==> src/rtl/uart_cmd_rx.sv <==
// UART receiver (8N1, 16x oversampled) with an ASCII command decoder that emits
// single-cycle remote-control pulses for the watch/stopwatch top level.
module uart_cmd_rx #(
    parameter int unsigned CLK_HZ = 100_000_000,
    parameter int unsigned BAUD   = 9600,
    parameter int unsigned OVS    = 16
) (
    input  logic       clk,
    input  logic       rst,
    input  logic       rx,
    output logic       u_rst,
    output logic       u_runstop,
    output logic       u_clear,
    output logic       u_up,
    output logic       u_down,
    output logic [7:0] rx_data,
    output logic       rx_done,
    output logic       frame_err
);

    localparam int unsigned DIV   = CLK_HZ / (BAUD * OVS);
    localparam int unsigned DIV_W = (DIV > 1) ? $clog2(DIV) : 1;
    localparam logic [DIV_W-1:0] DIV_MAX = DIV_W'(DIV - 1);

    typedef enum logic [2:0] {StIdle, StStart, StData, StStop, StBreak} state_e;

    state_e           state_q, state_d;
    logic             rx_meta_q, rx_s;
    logic [DIV_W-1:0] div_q;
    logic             tick;
    logic [3:0]       tcnt_q, tcnt_d;
    logic [2:0]       bcnt_q, bcnt_d;
    logic [7:0]       sh_q, sh_d;
    logic [7:0]       rx_data_q, rx_data_d;
    logic             done_q, done_d;
    logic             ferr_q, ferr_d;
    // {u_rst, u_runstop, u_clear, u_up, u_down}
    logic [4:0]       cmd_q, cmd_d;

    function automatic logic [4:0] decode(input logic [7:0] b);
        case (b)
            8'h1B:        decode = 5'b10000;
            8'h72, 8'h52: decode = 5'b01000;
            8'h63, 8'h43: decode = 5'b00100;
            8'h75, 8'h55: decode = 5'b00010;
            8'h64, 8'h44: decode = 5'b00001;
            default:      decode = 5'b00000;
        endcase
    endfunction

    assign tick = (div_q == DIV_MAX);

    always_ff @(posedge clk or negedge rst) begin
        if (!rst) begin
            rx_meta_q <= 1'b1;
            rx_s      <= 1'b1;
            div_q     <= '0;
        end else begin
            rx_meta_q <= rx;
            rx_s      <= rx_meta_q;
            div_q     <= tick ? '0 : div_q + 1'b1;
        end
    end

    always_comb begin
        state_d   = state_q;
        tcnt_d    = tcnt_q;
        bcnt_d    = bcnt_q;
        sh_d      = sh_q;
        rx_data_d = rx_data_q;
        done_d    = 1'b0;
        ferr_d    = 1'b0;
        cmd_d     = 5'b00000;
        if (tick) begin
            unique case (state_q)
                StIdle: begin
                    if (!rx_s) begin
                        state_d = StStart;
                        tcnt_d  = 4'd0;
                    end
                end
                StStart: begin
                    if (tcnt_q == 4'd7) begin
                        if (rx_s) begin
                            state_d = StIdle;
                        end else begin
                            state_d = StData;
                            tcnt_d  = 4'd0;
                            bcnt_d  = 3'd0;
                        end
                    end else begin
                        tcnt_d = tcnt_q + 4'd1;
                    end
                end
                StData: begin
                    // tcnt wraps 15 -> 0, so each bit window is exactly 16 ticks
                    tcnt_d = tcnt_q + 4'd1;
                    if (tcnt_q == 4'd15) begin
                        sh_d = {rx_s, sh_q[7:1]};
                        if (bcnt_q == 3'd7) begin
                            state_d = StStop;
                        end else begin
                            bcnt_d = bcnt_q + 3'd1;
                        end
                    end
                end
                StStop: begin
                    tcnt_d = tcnt_q + 4'd1;
                    if (tcnt_q == 4'd15) begin
                        if (rx_s) begin
                            rx_data_d = sh_q;
                            done_d    = 1'b1;
                            cmd_d     = decode(sh_q);
                            state_d   = StIdle;
                        end else begin
                            ferr_d  = 1'b1;
                            state_d = StBreak;
                        end
                    end
                end
                StBreak: begin
                    if (rx_s) state_d = StIdle;
                end
                default: state_d = StIdle;
            endcase
        end
    end

    always_ff @(posedge clk or negedge rst) begin
        if (!rst) begin
            state_q   <= StIdle;
            tcnt_q    <= 4'd0;
            bcnt_q    <= 3'd0;
            sh_q      <= 8'h00;
            rx_data_q <= 8'h00;
            done_q    <= 1'b0;
            ferr_q    <= 1'b0;
            cmd_q     <= 5'b00000;
        end else begin
            state_q   <= state_d;
            tcnt_q    <= tcnt_d;
            bcnt_q    <= bcnt_d;
            sh_q      <= sh_d;
            rx_data_q <= rx_data_d;
            done_q    <= done_d;
            ferr_q    <= ferr_d;
            cmd_q     <= cmd_d;
        end
    end

    assign {u_rst, u_runstop, u_clear, u_up, u_down} = cmd_q;
    assign rx_data   = rx_data_q;
    assign rx_done   = done_q;
    assign frame_err = ferr_q;

endmodule

==> config.mk <==
export PLATFORM = sky130hd
export DESIGN_NAME = uart_cmd_rx
export DESIGN_NICKNAME = d
export VERILOG_FILES = /design/src/rtl/uart_cmd_rx.sv
export SDC_FILE = /design/constraint.sdc
export NUM_CORES = 1
export LEC_CHECK = 0
export CORE_MARGIN = 2
export CORE_UTILIZATION = 35
export CTS_BUF_LIST = sky130_fd_sc_hd__clkbuf_8
export DETAILED_ROUTE_END_ITERATION = 16
export GPL_TIMING_DRIVEN = 0
export PLACE_DENSITY_LB_ADDON = 0.3
export SETUP_SLACK_MARGIN = 0.05
export SLEW_MARGIN = 20
export SYNTH_ARGS = -nofsm -noshare
export SYNTH_HDL_FRONTEND = slang
export SYNTH_SLANG_ARGS = --single-unit
==> constraint.sdc <==
create_clock -name clk -period 4.6 [get_ports clk]
set_input_delay 0.92 -clock clk [delete_from_list [all_inputs] [get_ports clk]]
set_output_delay 0.92 -clock clk [all_outputs]
set_load 0.005 [all_outputs]
==> results of run 1 <==
-- cells by family after synthesis --
group | count (synthesis) | synth area share, %
simple gates | 66 | 19.2
flops | 45 | 55.3
xor+xnor | 8 | 3.43
compound gates | 16 | 5.52
buf+inv | 11 | 2.45
mux | 20 | 11.0
fa+ha+maj | 5 | 3.07
-- synth_stat cells (2+ instances only) --
cell type / number / area [µm²]
a22o_1: 2 / 17.5
and3_1: 3 / 18.8
clkbuf_1: 4 / 15.0
dfrtp_1: 43 / 1080
dfstp_2: 2 / 52.6
ha_1: 5 / 62.6
inv_1: 5 / 18.8
mux2_2: 20 / 225
nand2_1: 10 / 37.5
nand3_1: 10 / 50.1
nor2_1: 16 / 60.1
nor3_1: 3 / 15.0
nor3b_1: 4 / 30.0
nor4_1: 4 / 25.0
nor4b_1: 3 / 26.3
o21ai_0: 5 / 25.0
xnor2_1: 7 / 61.3
-- placed cells by master, fill, tap and decap left out, types with 2 or more instances in the layout --
cell type and instances:
clkdlybuf4s50_1 16, xnor2_1 7, o21ai_0 5, nor3_1 3, nand2_1 10, nor2_1 16, clkbuf_1 4, buf_2 2
ha_1 5, clkbuf_8 5, dfstp_2 2, mux2_2 20, nor4b_1 3, a22o_1 2, nand3_1 10, nor4_1 4
dfrtp_1 43, and3_1 3, nor3b_1 4, inv_1 6
-- final cells by class --
type,count,area (µm²),share of cell area [%]
repair buffers,18,185,7.70
inverters,5,18.8,0.780
flip-flops and latches,45,1130,46.9
plain buffers,6,31.3,1.30
clock inverters,3,20.0,0.832
multi-input cells,115,862,35.8
well taps,72,90.1,3.75
clock buffers,5,68.8,2.86
-- flip-flops by register name, indices dropped and copies added, names as in the netlist --
name / cells
state_q: 3
div_q: 10
rx_data: 8
cmd_q: 5
frame_err: 1
rx_done: 1
rx_meta_q: 1
sh_q: 8
rx_s: 1
tcnt_q: 4
bcnt_q: 3
-- per-stage QoR --
stage	util (%)	cell area [µm²]	hold WS [ps]	instances	total power, mW
after floorplan	-	2040	345	171	0.406
after global placement	41.3	2300	346	260	0.416
after detailed placement	41.5	2320	347	261	0.418
after CTS	43.1	2400	366	269	0.661
after global routing	43.1	2400	389	269	0.682
final	43.1	2400	364	269	0.648
-- routing by layer --
metal  global-route usage [%]  vias up
met5                        0        -
met4                     7.12        0
met3                     3.37        8
met2                     17.3       14
met1                     17.0      626
li1                         -      659
-- worst max-delay path: cells and delay by family (launching register included) --
kind	cells	cell delay, ps
buf+inv	1	160
flops	1	430
mux	1	390
simple gates	3	1300
-- final timing paths --
path / startpoint / endpoint / slack [ps] / cells after the start
min reg2reg: rx_meta_q / rx_s / 360 / 0
max in group asynchronous: rst / rx_s / 3570 / 2
max reg2reg: div_q[2] / sh_q[2] / 2210 / 5
min: rx_meta_q / rx_s / 360 / 0
max: div_q[2] / sh_q[2] / 2210 / 5
min in group asynchronous: rst / div_q[5] / 500 / 1
-- power groups by stage --
| stage | logic (mW) | registers [mW] | clock network [mW] |
|---|---|---|---|
| after floorplan | 0.00141 | 0.405 | 0 |
| after global placement | 0.0116 | 0.405 | 0 |
| after detailed placement | 0.0131 | 0.405 | 0 |
| after CTS | 0.0131 | 0.397 | 0.251 |
| after global routing | 0.0146 | 0.397 | 0.270 |
| final | 0.0123 | 0.397 | 0.239 |
==> results_dict.tcl, run 1 <==
set metrics [dict create \
    chipHeight_um 80.4 \
    yosys_register_bits 45 \
    cts.clk_slew.worst_paths_ps 90 \
    wl_met2_mm 1.50 \
    hold_path.class "reg2reg" \
    coreArea_mm2 0.00557 \
    wl_met3_um 94 \
    rsz0062_at_grt "false" \
    antenna_found_initial 0 \
    met1_length_mm 1.70 \
    nFillCells 552 \
    htree_levels 2 \
    post-route-period-util_pct 51.9 \
    grt_remaining_overflow 0 \
    drt_pass1_iterations 4 \
    start_util_pct 36.6 \
    clockRootBuffer "clkbuf_8" \
    clkSinkCount 45 \
    cts_setup_buffers 0 \
    cp_data_arrival_time_ps 2580 \
    synthesis.nets 179 \
    rows 27 \
    setup.worst_path.start_class "flip-flop" \
    grt_pass1_wl_mm 6.05 \
    worst_setup_path_end_kind "flip-flop" \
    gp_congestion 0.768 \
    die_area_mm2 0.00646 \
    final_max_slew_viol_count 0 \
    relSlewSlack_pct 50.8 \
    seqPwrFrac_pct 61.2 \
    cp.required_ps 4790 \
    place_ws_ps 2220 \
    avgSynthCellArea_um2 11.9 \
    power.internal_mw 0.506 \
    post_cts_resized 0 \
    fin_setup_tns_ps 0 \
    worstPathMaxFanout 9 \
    top_layer "met4" \
    port_buffers 17 \
    drt_wl_total_mm 3.38 \
    num_vias 1307 \
    switching_share_pct 22.0 \
    clock_latency_ps 300 \
    synthesis.area_mm2 0.00204 \
    synth-async-reset-ratio_pct 100 \
    netlist_instances 171 \
    synthFlopType "dfrtp_1" \
    timing.final.ws_setup_ps 2210 \
    area_growth_pct 17.8 \
    cts_hold_buf 0 \
    synth-seq-area-share_pct 55.3 \
    p_clk_share_pct 36.9 \
    drive_gt1_share_pct 20.3 \
    ys_types 42 \
    synth_edf_count 0 \
    worst_pin_slew_ps 732 \
    critPathKind "reg2reg" \
    clock.fmax_mhz 419 \
    power_density_mw_per_mm2 270 \
    switchingPower_mw 0.143 \
    period_minus_slack_ps 2390 \
    wire_per_inst_um 12.6 \
    cp_slowest_cell "or4_4" \
    yosys_warnings 0 \
    worstPathCellList "or4_4 -> or3_1 -> buf_6 -> nor3_4 -> mux2_2" \
    combPwrFrac_pct 1.9 \
    cts-buffers-inserted 5 \
    die_x_um 80.4 \
    max_stage_delay_ps 570 \
    viasPerCell 4.86 \
    status "finished clean" \
    maxCapViolCount 0 \
    peakVddDrop_mv 0.133 \
    clock-skew-final_ps 9.50 \
    grt_max_degree 34 \
    dr.first_iter.drc_count 52 \
    io-pin-count 18 \
    grt_pass1_vias 1299 \
    clk_path_buf_depth 2 \
    antennaDiodeCount 0 \
    place_hpwl_mm 2.42 \
    p_leak_nw 1.07 \
    hold_violations 0 \
    drcViolationCount 0 \
    detail-route-antenna-nets 0 \
    cts_tree "yes" \
    grt_usage_pct 12.4 \
    nets 204 \
    setup-violations-final 0 \
]
(Power assumes the default switching activity.)
==> inputs of run 2 (changes only) <==
Clock period 4.6 ns to 2.4 ns, I/O delays scaled along.
==> run 2 against run 1 <==
Net effect: routed wire length grew 4.1%; first-iteration DRC count grew 13%; sequential power grew 92%; combinational power grew 91%; count of clock-buffer cells in the layout is the same; die area is the same; sequential share of layout area shrank 0.76 points; highest routed layer unchanged; sequential cell count is the same.
==> results_dict.tcl, run 2 (synthesis gave the netlist of run 1 again) <==
set metrics [dict create \
    wire_per_inst_um 12.9 \
    p_leak_nw 1.09 \
    cp.required_ps 2590 \
    cts-buffers-inserted 5 \
    final_max_slew_viol_count 0 \
    nFillCells 551 \
    coreArea_mm2 0.00557 \
    cts.clk_slew.worst_paths_ps 80 \
    worstPathMaxFanout 9 \
    critPathKind "reg2reg" \
    drt_wl_total_mm 3.52 \
    rows 27 \
    dr.first_iter.drc_count 59 \
    viasPerCell 4.88 \
    hold_path.class "in2async" \
    whs_ps 60.5 \
    grt_pass1_wl_mm 6.19 \
    antenna_found_initial 0 \
    clock_latency_ps 300 \
    die_x_um 80.4 \
    cp_data_arrival_time_ps 2500 \
    period_minus_slack_ps 2310 \
    grt_remaining_overflow 0 \
    path_buf_inv 1 \
    largest_register "div_q" \
    clkSinkCount 45 \
    cp_slowest_cell "or4_4" \
    start_util_pct 36.6 \
    path_delay_family "simple AND/OR/NAND/NOR gates" \
    clock.fmax_mhz 433 \
    antennaDiodeCount 0 \
    relSlewSlack_pct 50.1 \
    drcViolationCount 0 \
    chipHeight_um 80.4 \
    drive_gt1_share_pct 22.5 \
    grt_pass1_vias 1314 \
    layout_common_cells "dfrtp_1, mux2_2, nor2_1, clkdlybuf4s50_1" \
    grt_max_degree 34 \
    grt_usage_pct 12.7 \
    peakVddDrop_mv 0.257 \
    io-pin-count 18 \
    gp_congestion 0.768 \
    clock-skew-final_ps 11.2 \
    port_buffers 17 \
    cts_tree "yes" \
    nets 207 \
    num_vias 1327 \
    worst_setup_path_end_kind "flip-flop" \
    area_growth_pct 19.9 \
    place_hpwl_mm 2.42 \
    power_density_mw_per_mm2 508 \
    largest_reg_flops 10 \
    clk_path_buf_depth 2 \
    status "finished clean" \
    maxCapViolCount 0 \
    drt_pass1_iterations 4 \
    worstPathCellList "or4_4 -> or3_1 -> buf_6 -> nor4_4 -> mux2_2" \
    post-route-period-util_pct 96.3 \
    setup.worst_path.start_class "flip-flop" \
    clockRootBuffer "clkbuf_8" \
    rsz0062_at_grt "true" \
    detail-route-antenna-nets 0 \
    die_area_mm2 0.00646 \
    post-route-util_pct 43.9 \
    worst_pin_slew_ps 743 \
    hold_violations 0 \
    max_stage_delay_ps 590 \
    setup-violations-final 0 \
    final_common_cell "dfrtp_1" \
    htree_levels 2 \
]
## run 2: cell types whose count changed in the layout (fill, tap and decap cells not counted), sizes merged
cell,previous run,this run
buf,4,7
## run 2: layer usage
| layer | vias to the layer above | share of wire (%) | GRT usage (%) |
|---|---|---|---|
| met5 | - | 0 | 0 |
| met4 | 0 | 2.4 | 7.12 |
| met3 | 8 | 3.3 | 3.37 |
| met2 | 20 | 44 | 17.9 |
| met1 | 633 | 51 | 17.5 |
| li1 | 666 | - | - |
## run 2: layout make-up
cell class,instances,area (µm²),area share [%]
Buffer,6,31.3,1.28
Sequential cell,45,1130,46.2
Inverter,5,18.8,0.767
Clock inverter,3,20.0,0.818
Multi-Input combinational cell,115,868,35.5
Clock buffer,5,68.8,2.81
Timing Repair Buffer,21,220,9.00
Tap cell,72,90.1,3.68
## run 2: through the flow
step / cells / area (µm²) / worst slack (ps) / TNS (ps) / total power [mW]
after floorplan: 171 / 2040 / 175 / 0 / 0.779
after global placement: 260 / 2300 / -374 / -16130 / 0.798
after detailed placement: 261 / 2320 / 18.3 / 0 / 0.801
after CTS: 270 / 2430 / 82.3 / 0 / 1.27
after global routing: 272 / 2450 / 23.7 / 0 / 1.31
final: 272 / 2450 / 88.6 / 0 / 1.24
## run 2: power breakdown
part           internal, mW  switching (mW)
Sequential            0.760        0.000405
Clock                 0.203           0.255
Combinational       0.00643          0.0171
Total                 0.970           0.273
## run 2: worst paths after layout
check / cells after the start / endpoint / slack, ps / startpoint
worst max-delay path: 5 / bcnt_q[2] / 90 / div_q[2]
worst max register to register: 5 / bcnt_q[2] / 90 / div_q[2]
worst min register to register: 0 / rx_s / 360 / rx_meta_q
worst min-delay path: 1 / state_q[2] / 60 / rst
min in group clk: 0 / rx_s / 360 / rx_meta_q
max in group asynchronous: 2 / rx_s / 1810 / rst
## run 2: repair_timing
item | in CTS | in global routing
pin swaps | 1 | 3
hold buffers | 0 | 0
buffers inserted | 1 | 2
resized for setup | 1 | 1
setup endpoints to repair | 12 | 10
==> inputs of run 3 (changes only) <==
Settings changed: SETUP_SLACK_MARGIN 0.05 to 0.15.
==> run 3 against run 2 <==
Net effect: via count grew 2.0%; hold slack lost 1.3 ps; total power grew 0.38%; sequential cell count is the same; global-route usage grew 0.14 points; fmax grew 3.8%; critical path depth grew 1; routed wire length grew 4.1%; worst setup slack gained 84 ps; largest cell class unchanged.
==> results_dict.tcl, run 3 (synthesis gave the netlist of run 1 again) <==
set metrics [dict create \
    relSlewSlack_pct 50.6 \
    io-pin-count 18 \
    antennaDiodeCount 0 \
    grt_usage_pct 12.8 \
    rows 27 \
    chipHeight_um 80.4 \
    status "finished clean" \
    rr_worst_depth 6 \
    cp.required_ps 2590 \
    rsz0062_at_grt "true" \
    start_util_pct 36.6 \
    drt_pass1_iterations 4 \
    worst_pin_slew_ps 735 \
    grt_max_degree 34 \
    r2r-end "sh_q[2]" \
    peakVddDrop_mv 0.259 \
    clock-skew-final_ps 11.3 \
    maxCapViolCount 0 \
    antenna_found_initial 0 \
    place_hpwl_mm 2.42 \
    final_common_cell "dfrtp_1" \
    drt_wl_total_mm 3.66 \
    hold_violations 0 \
    stdcell_count 277 \
    grt_pass1_vias 1335 \
    rrSetupSlack_ps 170 \
    num_vias 1353 \
    clockRootBuffer "clkbuf_8" \
    p_leak_nw 1.12 \
    cts.clk_slew.worst_paths_ps 90 \
    grt_pass1_wl_mm 6.26 \
    post-route-period-util_pct 92.8 \
    clock_latency_ps 300 \
    drcViolationCount 0 \
    grt_remaining_overflow 0 \
    r2r-start "div_q[2]" \
    htree_levels 2 \
    setup.worst_path.start_class "flip-flop" \
    nFillCells 540 \
    layout_common_cells "dfrtp_1, mux2_2, nor2_1, clkdlybuf4s50_1" \
    final_max_slew_viol_count 0 \
    worst_setup_path_end_kind "flip-flop" \
    largest_reg_flops 10 \
    setup-violations-final 0 \
    clkSinkCount 45 \
    critPathKind "reg2reg" \
    hold_path.class "in2async" \
    place_inst 261 \
    largest_register "div_q" \
    wire_per_inst_um 13.2 \
    cts_tree "yes" \
    port_buffers 17 \
    viasPerCell 4.88 \
    die_area_mm2 0.00646 \
    die_x_um 80.4 \
    period_minus_slack_ps 2230 \
    nets 212 \
    gp_congestion 0.768 \
    cts-buffers-inserted 5 \
    coreArea_mm2 0.00557 \
    cp_data_arrival_time_ps 2420 \
    dr.first_iter.drc_count 63 \
    clock.fmax_mhz 449 \
    power_density_mw_per_mm2 493 \
    clk_path_buf_depth 2 \
    detail-route-antenna-nets 0 \
    drive_gt1_share_pct 24.9 \
    whs_ps 59.2 \
    area_growth_pct 24.0 \
    worstPathMaxFanout 8 \
]
run 3: cell count changes in the layout (fill, tap and decap cells not counted):
cell and change:
mux2_4 +3, mux2_2 -3, buf_4 +4, or3_1 -1, nor4_2 -1, nor4_4 +1
buf_6 -1, clkbuf_16 +1, buf_8 +1, or3_4 +1
run 3: power by group:
group	leakage (nW)	total, mW	internal [mW]	switching, mW
clock	0.0455	0.463	0.203	0.260
combinational	0.472	0.0237	0.00643	0.0172
sequential	0.607	0.761	0.760	0.000398
run 3: metal layers:
layer	wire, µm	track usage [%]	up-vias	share of wire [%]
li1	-	-	677	-
met1	1800	17.7	634	49
met2	1610	17.8	32	44
met3	140	3.37	10	3.8
met4	105	7.80	0	2.9
met5	0	0	-	0
run 3: layout make-up:
class                           count  area (µm²)  share of cell area (%)
Timing Repair Buffer               26         275                    10.9
Multi-Input combinational cell    115         893                    35.3
Sequential cell                    45        1130                    44.6
Clock buffer                        5        68.8                    2.72
Clock inverter                      3        20.0                   0.791
Buffer                              6        35.0                    1.38
Inverter                            5        18.8                   0.741
Tap cell                           72        90.1                    3.56
run 3: repair_timing:
item | 4_1_cts | 5_1_grt
endpoints found under the setup margin | 20 | 21
cloned | 0 | 1
hold endpoints to repair | 0 | 0
pin swaps | 2 | 3
resized for setup | 1 | 7
setup buffers | 3 | 4
hold buffers | 0 | 0
run 3: worst max-delay path, cell delays in order (launching register included):
cell and delay [ps]:
dfrtp_1 390, or4_4 590, or3_4 360, buf_8 140, nor3_4 150, buf_12 160, mux2_2 330
run 3: through the flow:
step | setup WS, ps | util [%] | power (mW) | TNS [ps] | cell area (µm²)
2_1_floorplan | 175 | - | 0.779 | 0 | 2040
3_3_place_gp | -374 | 41.3 | 0.798 | -16130 | 2300
3_5_place_dp | 18.3 | 41.5 | 0.801 | 0 | 2320
4_1_cts | 156 | 43.9 | 1.27 | 0 | 2450
5_1_grt | 89.3 | 45.4 | 1.31 | 0 | 2530
6_report | 173 | 45.4 | 1.25 | 0 | 2530
run 3: worst max-delay path by stage:
stage | start | endpoint | cells after the start
3_5_place_dp | div_q[2] | sh_q[2] | 5
3_3_place_gp | rst | bcnt_q[1] | 1
2_1_floorplan | div_q[2] | sh_q[0] | 5
6_report | div_q[2] | sh_q[2] | 6
4_1_cts | div_q[5] | bcnt_q[2] | 5
5_1_grt | div_q[0] | sh_q[2] | 9
